$ cat src/rtl/integrator_seq_pkg.sv
// integrator_seq_pkg: shared constants and FSM state encoding for the
// moving-window integrator sequencer.
//   NBIT_DEF   - default sample/sum width
//   NI_DEF     - default integrator delay-line depth (window = NI+1 samples)
//   TO_CYC_DEF - default lead-off timeout in clk cycles
//   state_t    - sequencer states (IDLE=0, CLEAR=1, FILL=2, RUN=3, DRAIN=4)
package integrator_seq_pkg;
    localparam int NBIT_DEF   = 16;
    localparam int NI_DEF     = 8;
    localparam int TO_CYC_DEF = 2000000;

    typedef enum logic [2:0] {
        IDLE  = 3'd0,
        CLEAR = 3'd1,
        FILL  = 3'd2,
        RUN   = 3'd3,
        DRAIN = 3'd4
    } state_t;
endpackage

$ cat src/rtl/integrator_seq_if.sv
// integrator_seq_if: valid/ready sample stream.
//   valid - source has data
//   ready - sink can take data
//   data  - NBIT-wide payload
// Modports: master (source side), slave (sink side).
interface integrator_seq_if #(
    parameter int NBIT = 16
) ();
    logic            valid;
    logic            ready;
    logic [NBIT-1:0] data;

    modport master (output valid, output data, input ready);
    modport slave  (input valid, input data, output ready);
endinterface

$ cat src/rtl/integrator_seq_obuf.sv
// integrator_seq_obuf: one-entry valid/ready output register holding the
// latest window sum for the peak-detector stage.
//   clk, rst - clock, synchronous active-high reset
//   flush    - drop any pending entry (lead-off recovery)
//   push     - load din; wins over a same-cycle pop so valid stays high
//   din      - value to load
//   ready    - downstream ready (pop when valid & ready)
//   valid    - entry pending
//   dout     - pending value, held while valid & !ready
module integrator_seq_obuf
    import integrator_seq_pkg::*;
#(
    parameter int NBIT = NBIT_DEF
) (
    input  logic            clk,
    input  logic            rst,
    input  logic            flush,
    input  logic            push,
    input  logic [NBIT-1:0] din,
    input  logic            ready,
    output logic            valid,
    output logic [NBIT-1:0] dout
);
    always_ff @(posedge clk) begin
        if (rst) begin
            valid <= 1'b0;
            dout  <= '0;
        end else if (flush) begin
            valid <= 1'b0;
        end else if (push) begin
            valid <= 1'b1;
            dout  <= din;
        end else if (ready) begin
            valid <= 1'b0;
        end
    end
endmodule

$ cat src/rtl/integrator_seq.sv
// integrator_seq: sequencer for the moving-window integrator of the QRS
// detection chain. Accepts squared-derivative samples, drives the
// integrator's advance/clear, suppresses output until the window is full,
// and buffers each window sum toward the peak detector.
//   clk, rst    - clock, synchronous active-high reset
//   start, stop - session control pulses (stop wins in IDLE)
//   s           - upstream sample stream (slave)
//   integ_din   - integrator input (copy of s.data)
//   integ_adv   - integrator shift enable (= accept)
//   integ_clr   - integrator clear (high in CLEAR)
//   integ_sum   - integrator window sum (din + NI taps)
//   m           - window-sum stream toward the peak detector (master)
//   busy        - state != IDLE
//   fill_cnt    - samples in the delay line, saturates at NI
//   timeout_err - sticky lead-off flag
// Optional build macro INTEGRATOR_SEQ_TIMEOUT_EN enables the lead-off
// timeout; without it timeout_err is tied low.
module integrator_seq
    import integrator_seq_pkg::*;
#(
    parameter int NBIT   = NBIT_DEF,
    parameter int NI     = NI_DEF,
    parameter int TO_CYC = TO_CYC_DEF
) (
    input  logic                     clk,
    input  logic                     rst,
    input  logic                     start,
    input  logic                     stop,
    integrator_seq_if.slave          s,
    output logic [NBIT-1:0]          integ_din,
    output logic                     integ_adv,
    output logic                     integ_clr,
    input  logic [NBIT-1:0]          integ_sum,
    integrator_seq_if.master         m,
    output logic                     busy,
    output logic [$clog2(NI+1)-1:0]  fill_cnt,
    output logic                     timeout_err
);
    localparam int FW = $clog2(NI+1);

    state_t state, state_n, stop_tgt;
    logic   rdy, accept, push, to_evt;

    assign accept    = s.valid & rdy;
    assign push      = accept & (state == RUN);
    assign s.ready   = rdy;
    assign integ_din = s.data;
    assign integ_adv = accept;
    assign integ_clr = (state == CLEAR);
    assign busy      = (state != IDLE);

    // A same-cycle RUN accept will leave an entry pending, so it must drain too.
    assign stop_tgt = (m.valid || push) ? DRAIN : IDLE;

    always_comb begin
        rdy = 1'b0;
        case (state)
            FILL:    rdy = 1'b1;
            RUN:     rdy = !m.valid || m.ready;
            default: rdy = 1'b0;
        endcase
    end

    always_ff @(posedge clk) begin
        if (rst) state <= IDLE;
        else     state <= state_n;
    end

    always_comb begin
        state_n = state;
        case (state)
            IDLE:  if (start && !stop) state_n = CLEAR;
            CLEAR: state_n = stop ? stop_tgt : FILL;
            FILL: begin
                if (stop)                                  state_n = stop_tgt;
                else if (to_evt)                           state_n = CLEAR;
                else if (accept && fill_cnt == FW'(NI-1))  state_n = RUN;
            end
            RUN: begin
                if (stop)        state_n = stop_tgt;
                else if (to_evt) state_n = CLEAR;
            end
            DRAIN: if (!m.valid) state_n = IDLE;
            default: state_n = IDLE;
        endcase
    end

    always_ff @(posedge clk) begin
        if (rst)
            fill_cnt <= '0;
        else if (state == CLEAR)
            fill_cnt <= '0;
        else if (state == FILL && accept && fill_cnt != FW'(NI))
            fill_cnt <= fill_cnt + 1'b1;
    end

`ifdef INTEGRATOR_SEQ_TIMEOUT_EN
    localparam int TW = (TO_CYC > 1) ? $clog2(TO_CYC) : 1;

    logic [TW-1:0] idle_cnt;
    logic          run_ph;

    assign run_ph = (state == FILL) || (state == RUN);
    // stop takes precedence: the session is ending anyway.
    assign to_evt = run_ph && !accept && !stop && (idle_cnt == TW'(TO_CYC-1));

    always_ff @(posedge clk) begin
        if (rst || !run_ph || accept || to_evt) idle_cnt <= '0;
        else                                    idle_cnt <= idle_cnt + 1'b1;
    end

    always_ff @(posedge clk) begin
        if (rst)                                   timeout_err <= 1'b0;
        else if (state == IDLE && start && !stop)  timeout_err <= 1'b0;
        else if (to_evt)                           timeout_err <= 1'b1;
    end
`else
    logic unused_to;
    assign unused_to   = (TO_CYC > 0);
    assign to_evt      = 1'b0;
    assign timeout_err = 1'b0;
`endif

    integrator_seq_obuf #(.NBIT(NBIT)) u_obuf (
        .clk   (clk),
        .rst   (rst),
        .flush (to_evt),
        .push  (push),
        .din   (integ_sum),
        .ready (m.ready),
        .valid (m.valid),
        .dout  (m.data)
    );
endmodule
$ cat src/flat_wrapper.sv
// flat-port wrapper written by rule: the top's interface ports become plain ports
module integrator_seq_flat import integrator_seq_pkg::*;
#(
    parameter int NBIT   = NBIT_DEF,
    parameter int NI     = NI_DEF,
    parameter int TO_CYC = TO_CYC_DEF
)
  (clk, rst, start, stop, integ_din, integ_adv, integ_clr, integ_sum, busy, fill_cnt, timeout_err, s_valid, s_data, s_ready, m_valid, m_data, m_ready);
  integrator_seq_if #(.NBIT(NBIT)) s_i ();
  integrator_seq_if #(.NBIT(NBIT)) m_i ();
  input  logic clk;
  input  logic rst;
  input  logic start;
  input  logic stop;
  output logic [NBIT-1:0] integ_din;
  output logic integ_adv;
  output logic integ_clr;
  input  logic [NBIT-1:0] integ_sum;
  output logic busy;
  output logic [$clog2(NI+1)-1:0] fill_cnt;
  output logic timeout_err;
  input wire logic [$bits(s_i.valid)-1:0] s_valid;
  input wire logic [$bits(s_i.data)-1:0] s_data;
  output wire logic [$bits(s_i.ready)-1:0] s_ready;
  output wire logic [$bits(m_i.valid)-1:0] m_valid;
  output wire logic [$bits(m_i.data)-1:0] m_data;
  input wire logic [$bits(m_i.ready)-1:0] m_ready;
  assign s_i.valid = s_valid;
  assign s_i.data = s_data;
  assign s_ready = s_i.ready;
  assign m_valid = m_i.valid;
  assign m_data = m_i.data;
  assign m_i.ready = m_ready;
  integrator_seq #(.NBIT(NBIT), .NI(NI), .TO_CYC(TO_CYC)) u_core (.clk(clk), .rst(rst), .start(start), .stop(stop), .s(s_i), .integ_din(integ_din), .integ_adv(integ_adv), .integ_clr(integ_clr), .integ_sum(integ_sum), .m(m_i), .busy(busy), .fill_cnt(fill_cnt), .timeout_err(timeout_err));
endmodule
$ cat config.mk
export PLATFORM = sky130hd
export DESIGN_NAME = integrator_seq_flat
export DESIGN_NICKNAME = d
export VERILOG_FILES = /design/src/rtl/integrator_seq_pkg.sv /design/src/rtl/integrator_seq_if.sv /design/src/rtl/integrator_seq_obuf.sv /design/src/rtl/integrator_seq.sv /design/src/flat_wrapper.sv
export SDC_FILE = /design/constraint.sdc
export NUM_CORES = 1
export LEC_CHECK = 0
export CAP_MARGIN = 15
export CORE_MARGIN = 2
export CORE_UTILIZATION = 35
export DETAILED_ROUTE_END_ITERATION = 10
export PLACE_DENSITY = 0.87
export SLEW_MARGIN = 20
export SYNTH_ARGS = -nofsm -noshare
export SYNTH_HDL_FRONTEND = slang
export SYNTH_SLANG_ARGS = --single-unit
$ cat constraint.sdc
create_clock -name clk -period 3.1 [get_ports clk]
set_input_delay 0.775 -clock clk [delete_from_list [all_inputs] [get_ports clk]]
set_output_delay 0.775 -clock clk [all_outputs]
set_load 0.03 [all_outputs]
== Word-level counts from Yosys, hierarchy flattened ==
Index checks and enable logic that the tools add are counted.
Widths: inputs -> output; s select.

* Add/subtract/negate cells: 1
* Bitwise logic cells: 2
* Muxes and demuxes: 11
* Reduce and logical (&&, ||, !) cells: 13
* Equality and inequality tests: 10

{| class="wikitable"
|+ Operators by type and width
! operator !! number
|-
| $mux 3 || 7
|-
| $pmux 3 s5 || 1
|-
| $eq 3x2->1 const B || 2
|-
| $add 4x1->4 const B || 1
|-
| $eq 4x3->1 const B || 1
|-
| $logic_and 1x1->1 || 4
|-
| $ne 2x2->1 const B || 2
|-
| $ne 4x4->1 const B || 1
|-
| $reduce_and 4->1 || 1
|-
| $eq 3x1->1 const B || 1
|-
| $eq 3x3->1 const B || 1
|-
| $logic_not 3->1 || 1
|-
| $ne 3x2->1 const B || 1
|-
| $reduce_bool 3->1 || 1
|-
| $and 1x1->1 || 2
|-
| $logic_not 1->1 || 2
|-
| $logic_or 1x1->1 || 2
|-
| $mux 1 || 2
|-
| $ne 2x1->1 const B || 1
|-
| $pmux 1 s2 || 1
|-
| $reduce_bool 2->1 || 1
|-
| $reduce_or 2->1 || 1
|}

* Output and inout port bits: 42
* Register bits after elaboration: 24
* Word-level logic and storage cells: 41

== Longest topological paths before layout ==
* Depth after elaboration: 9
* Mapped depth: 7

== By module ==
From an unflattened synthesis, not the netlist that was laid out.

* Cells, all modules: 144
* Area, all modules: 1371.3 µm²

{| class="wikitable"
|+ Modules (own cells, without submodules)
! module !! seq. area each (µm²) !! cells each !! area an instance (µm²) !! times used
|-
| integrator_seq_obuf || 340.3 || 75 || 805.8 || 1
|-
| integrator_seq || 140.1 || 69 || 565.5 || 1
|}

== Worst setup path after synthesis ==
Ideal clock, no wire load.

* Path kind: input to output
* From: input m_ready
* To: output integ_adv
* Cell stages on the path: 3
* Path buffers: 0
* Arrival time: 1.796 ns
* Slack: 0.529 ns
* Required time: 2.325 ns
* Cell sequence: and3b_1 > nor2b_1 > and2_1

* Word-level cells in the longest chain between the ends: 3

{| class="wikitable"
|+ Ends and longest elaborated chain
! element !! line !! RTL
|-
| start, declared || flat_wrapper.sv:27 || <nowiki>input wire logic [$bits(m_i.ready)-1:0] m_ready;</nowiki>
|-
| $logic_or 1x1->1 || integrator_seq.sv:59 || <nowiki>RUN: rdy = !m.valid || m.ready;</nowiki>
|-
| $pmux 1 s2 || integrator_seq.sv:57 || <nowiki>case (state)</nowiki>
|-
| via s_ready || flat_wrapper.sv:24 || <nowiki>output wire logic [$bits(s_i.ready)-1:0] s_ready;</nowiki>
|-
| $and 1x1->1 || integrator_seq.sv:44 || <nowiki>assign accept = s.valid & rdy;</nowiki>
|-
| end, declared || flat_wrapper.sv:16 || <nowiki>output logic integ_adv;</nowiki>
|}

The timed path passes the listed nets, and every way through them passes these cells.

== Worst setup path in the final report ==
* From: input m_ready
* To: output s_ready

* Word-level cells in the longest chain between the ends: 2

{| class="wikitable"
|+ Ends and longest elaborated chain
! element !! line
|-
| $logic_or 1x1->1 || integrator_seq.sv:59
|-
| $pmux 1 s2 || integrator_seq.sv:57
|-
| end, declared || flat_wrapper.sv:24
|}

No other way between the ends.

==> results.cfg <==
[pwr]
peakVddDrop_mv = 0.2118
p_leak_nw = 0.7021
pwr_density_cell_nw_per_um2 = 423.5

[setup_path]
critPathCaptureType = output pin
required_ns = 2.32
worstSetupPathType = in -> out
critPathMaxFanout = 2
cp_data_arrival_time_ns = 2.23
crit_path_start_kind = input pin

[sta]
final.min_clock_period_ns = 3.004
skew_ns = 0.01291
slew_viol_final = 0
fin_setup_tns_ns = 0
timing.fmax_ghz = 0.3329
rsz0062_at_grt = false
fin_crit_sh = 0.9689
setup_violations = 0
hold_viol = 0

[place]
io_buffers = 46
dp_hpwl_um = 1767
gp_congestion = 0.7106
dpl_cell_area_um2 = 1558

[synth]
synth_top_area_cell = dfxtp_1
syn-num-nets = 169
ys_seq_area_frac = 0.4017
synth_cell_types = 34
async_flop_share = 0
yosysMostFrequentCell = dfxtp_1
synth_edf_count = 0
syn_avg_cell_area_um2 = 9.272
synth_warnings = 0
synthTopCellsByCount = dfxtp_1 (24), nor2_1 (21), buf_4 (18)
syn-cell-area_um2 = 1196
synth_cells = 129
synth_top_area_share = 0.4017
ys.flop_type = dfxtp_1
synth.top_cells.by_area = dfxtp_1 (40%), mux2i_1 (13%), buf_4 (11%), nor2_1 (6.6%), ha_1 (2.1%)
synth-seq-cells = 24

[routing]
drtAntennaViolNets = 0
firstDrtPassIters = 4
wire_per_inst_um = 11.99
wirelength_um = 2434
routed_via_density = 4.635
vias = 941
first_iter_violations = 35
drc_errors = 0

[grt]
grt_max_degree = 23
antenna_found_initial = 0
grt_pass1_wl_um = 4008
overflow = 0
grt_pass1_vias = 942
gr-usage-all-layers = 0.1250

[clocking]
cts.sinks = 24
cts.repair.resized = 0
cts_root_buffer = clkbuf_4
cts_buffers = 3
cts_tree = yes
clk_latency_ns = 0.32
hold_buffers = 0
cts_buffer_depth = 2
cts_max_level = 1
cts.clk_slew.worst_paths_ns = 0.15
post_cts.repair.setup_buffers = 0

[floorplan]
die_w_um = 62.46
rows = 21
die_y_um = 62.46
dieArea_um2 = 3901
start_util = 0.3613
core_um2 = 3311
io_pins = 80

[flow_run]
cap_violations = 0

[layout]
drive_gt1_frac = 0.07006
area_delta_synth_final_pct = 34.62
num-nets-final = 198
antennaDiodeCount = 0
final_area_um2 = 1610

[status]
outcome = finished, final reports clean

[worst_hold_path]
holdCritPathClass = reg -> reg
[cell families (layout without fill, tap and decap cells)]
family                   count (synthesis)  after routing  synth area share
AND/OR/NAND/NOR                         48             48            0.2071
other                                    1              1          0.003135
AO/OA/AOI/OAI                            6              6           0.04290
XOR/XNOR                                 3              3           0.02197
flip-flops                              24             24            0.4017
multiplexers                            17             17            0.1433
adder cells (fa/ha/maj)                  3              3           0.02929
buffers and inverters                   27             55            0.1506
[layer usage]
layer | track usage | part of all wire | up-vias
li1 | - | - | 468
met1 | 0.1488 | 0.44 | 433
met2 | 0.2151 | 0.47 | 38
met3 | 0.03423 | 0.084 | 2
met4 | 0.04444 | 0.0041 | 0
met5 | 0 | 0 | -
[state kept, by name (all words and copies together) (netlist names)]
name,flops
u_core.fill_cnt,4
u_core.u_obuf.valid,1
u_core.u_obuf.dout,16
u_core.state,3
[where the power goes]
group	internal, W	leakage, nW	switching, W	total (W)
registers	0.000316	0.194	0.0000105	0.000326
logic	0.0000652	0.480	0.0000602	0.000125
clock network	0.000131	0.0279	0.0000999	0.000231
total	0.000511	0.702	0.000171	0.000682
[final timing paths]
path / start / end / slack (ns) / cells after the start
worst max register to register: u_core.state[1] / u_core.state[0] / 1.41 / 4
worst max-delay path: m_ready / s_ready / 0.1 / 4
worst min register to register: u_core.u_obuf.dout[2] / u_core.u_obuf.dout[2] / 0.51 / 2
worst min-delay path: u_core.u_obuf.dout[2] / u_core.u_obuf.dout[2] / 0.51 / 2
[cell type report]
class                      count  area [µm²]
multi-input combinational     78       535.5
clock buffer                   3       22.52
tap                           46       57.56
timing repair buffer          48       473.0
sequential                    24       480.5
inverter                       3       11.26
clock inverter                 1       30.03
fill                         345        1700
[critical path, stage by stage]
cell	delay, ns
clkdlybuf4s50_1	0.46
and3b_1	0.18
nor2b_1	0.13
clkdlybuf4s50_1	0.68
[placed cells by master, fill, tap and decap left out, types with 2 or more instances in the layout]
cell,synthesis,final
a21oi_1,2,2
buf_4,18,3
clkbuf_4,0,3
clkdlybuf4s50_1,0,45
dfxtp_1,24,24
ha_1,2,2
inv_1,3,3
mux2i_1,16,16
nand2_1,5,5
nand2b_1,2,2
nand3_1,2,2
nand3b_1,2,2
nand4_1,2,2
nor2_1,21,21
nor2b_1,4,4
nor3_1,2,2
xor2_1,2,2
[through the flow]
stage	util	power, W	hold WS (ns)	instances	worst slack [ns]
finish	0.4864	0.0006820	0.5099	203	0.09637
global route	0.4864	0.0007174	0.5472	203	0.01831
CTS	0.4864	0.0006926	0.5181	203	0.08371
detailed placement	0.4705	0.0004588	0.4835	199	0.09045
global placement	0.4705	0.0004569	0.4726	199	0.1095
floorplan	-	0.0004422	0.5107	129	0.5294
No activity file was read; power rests on OpenSTA's default activity.
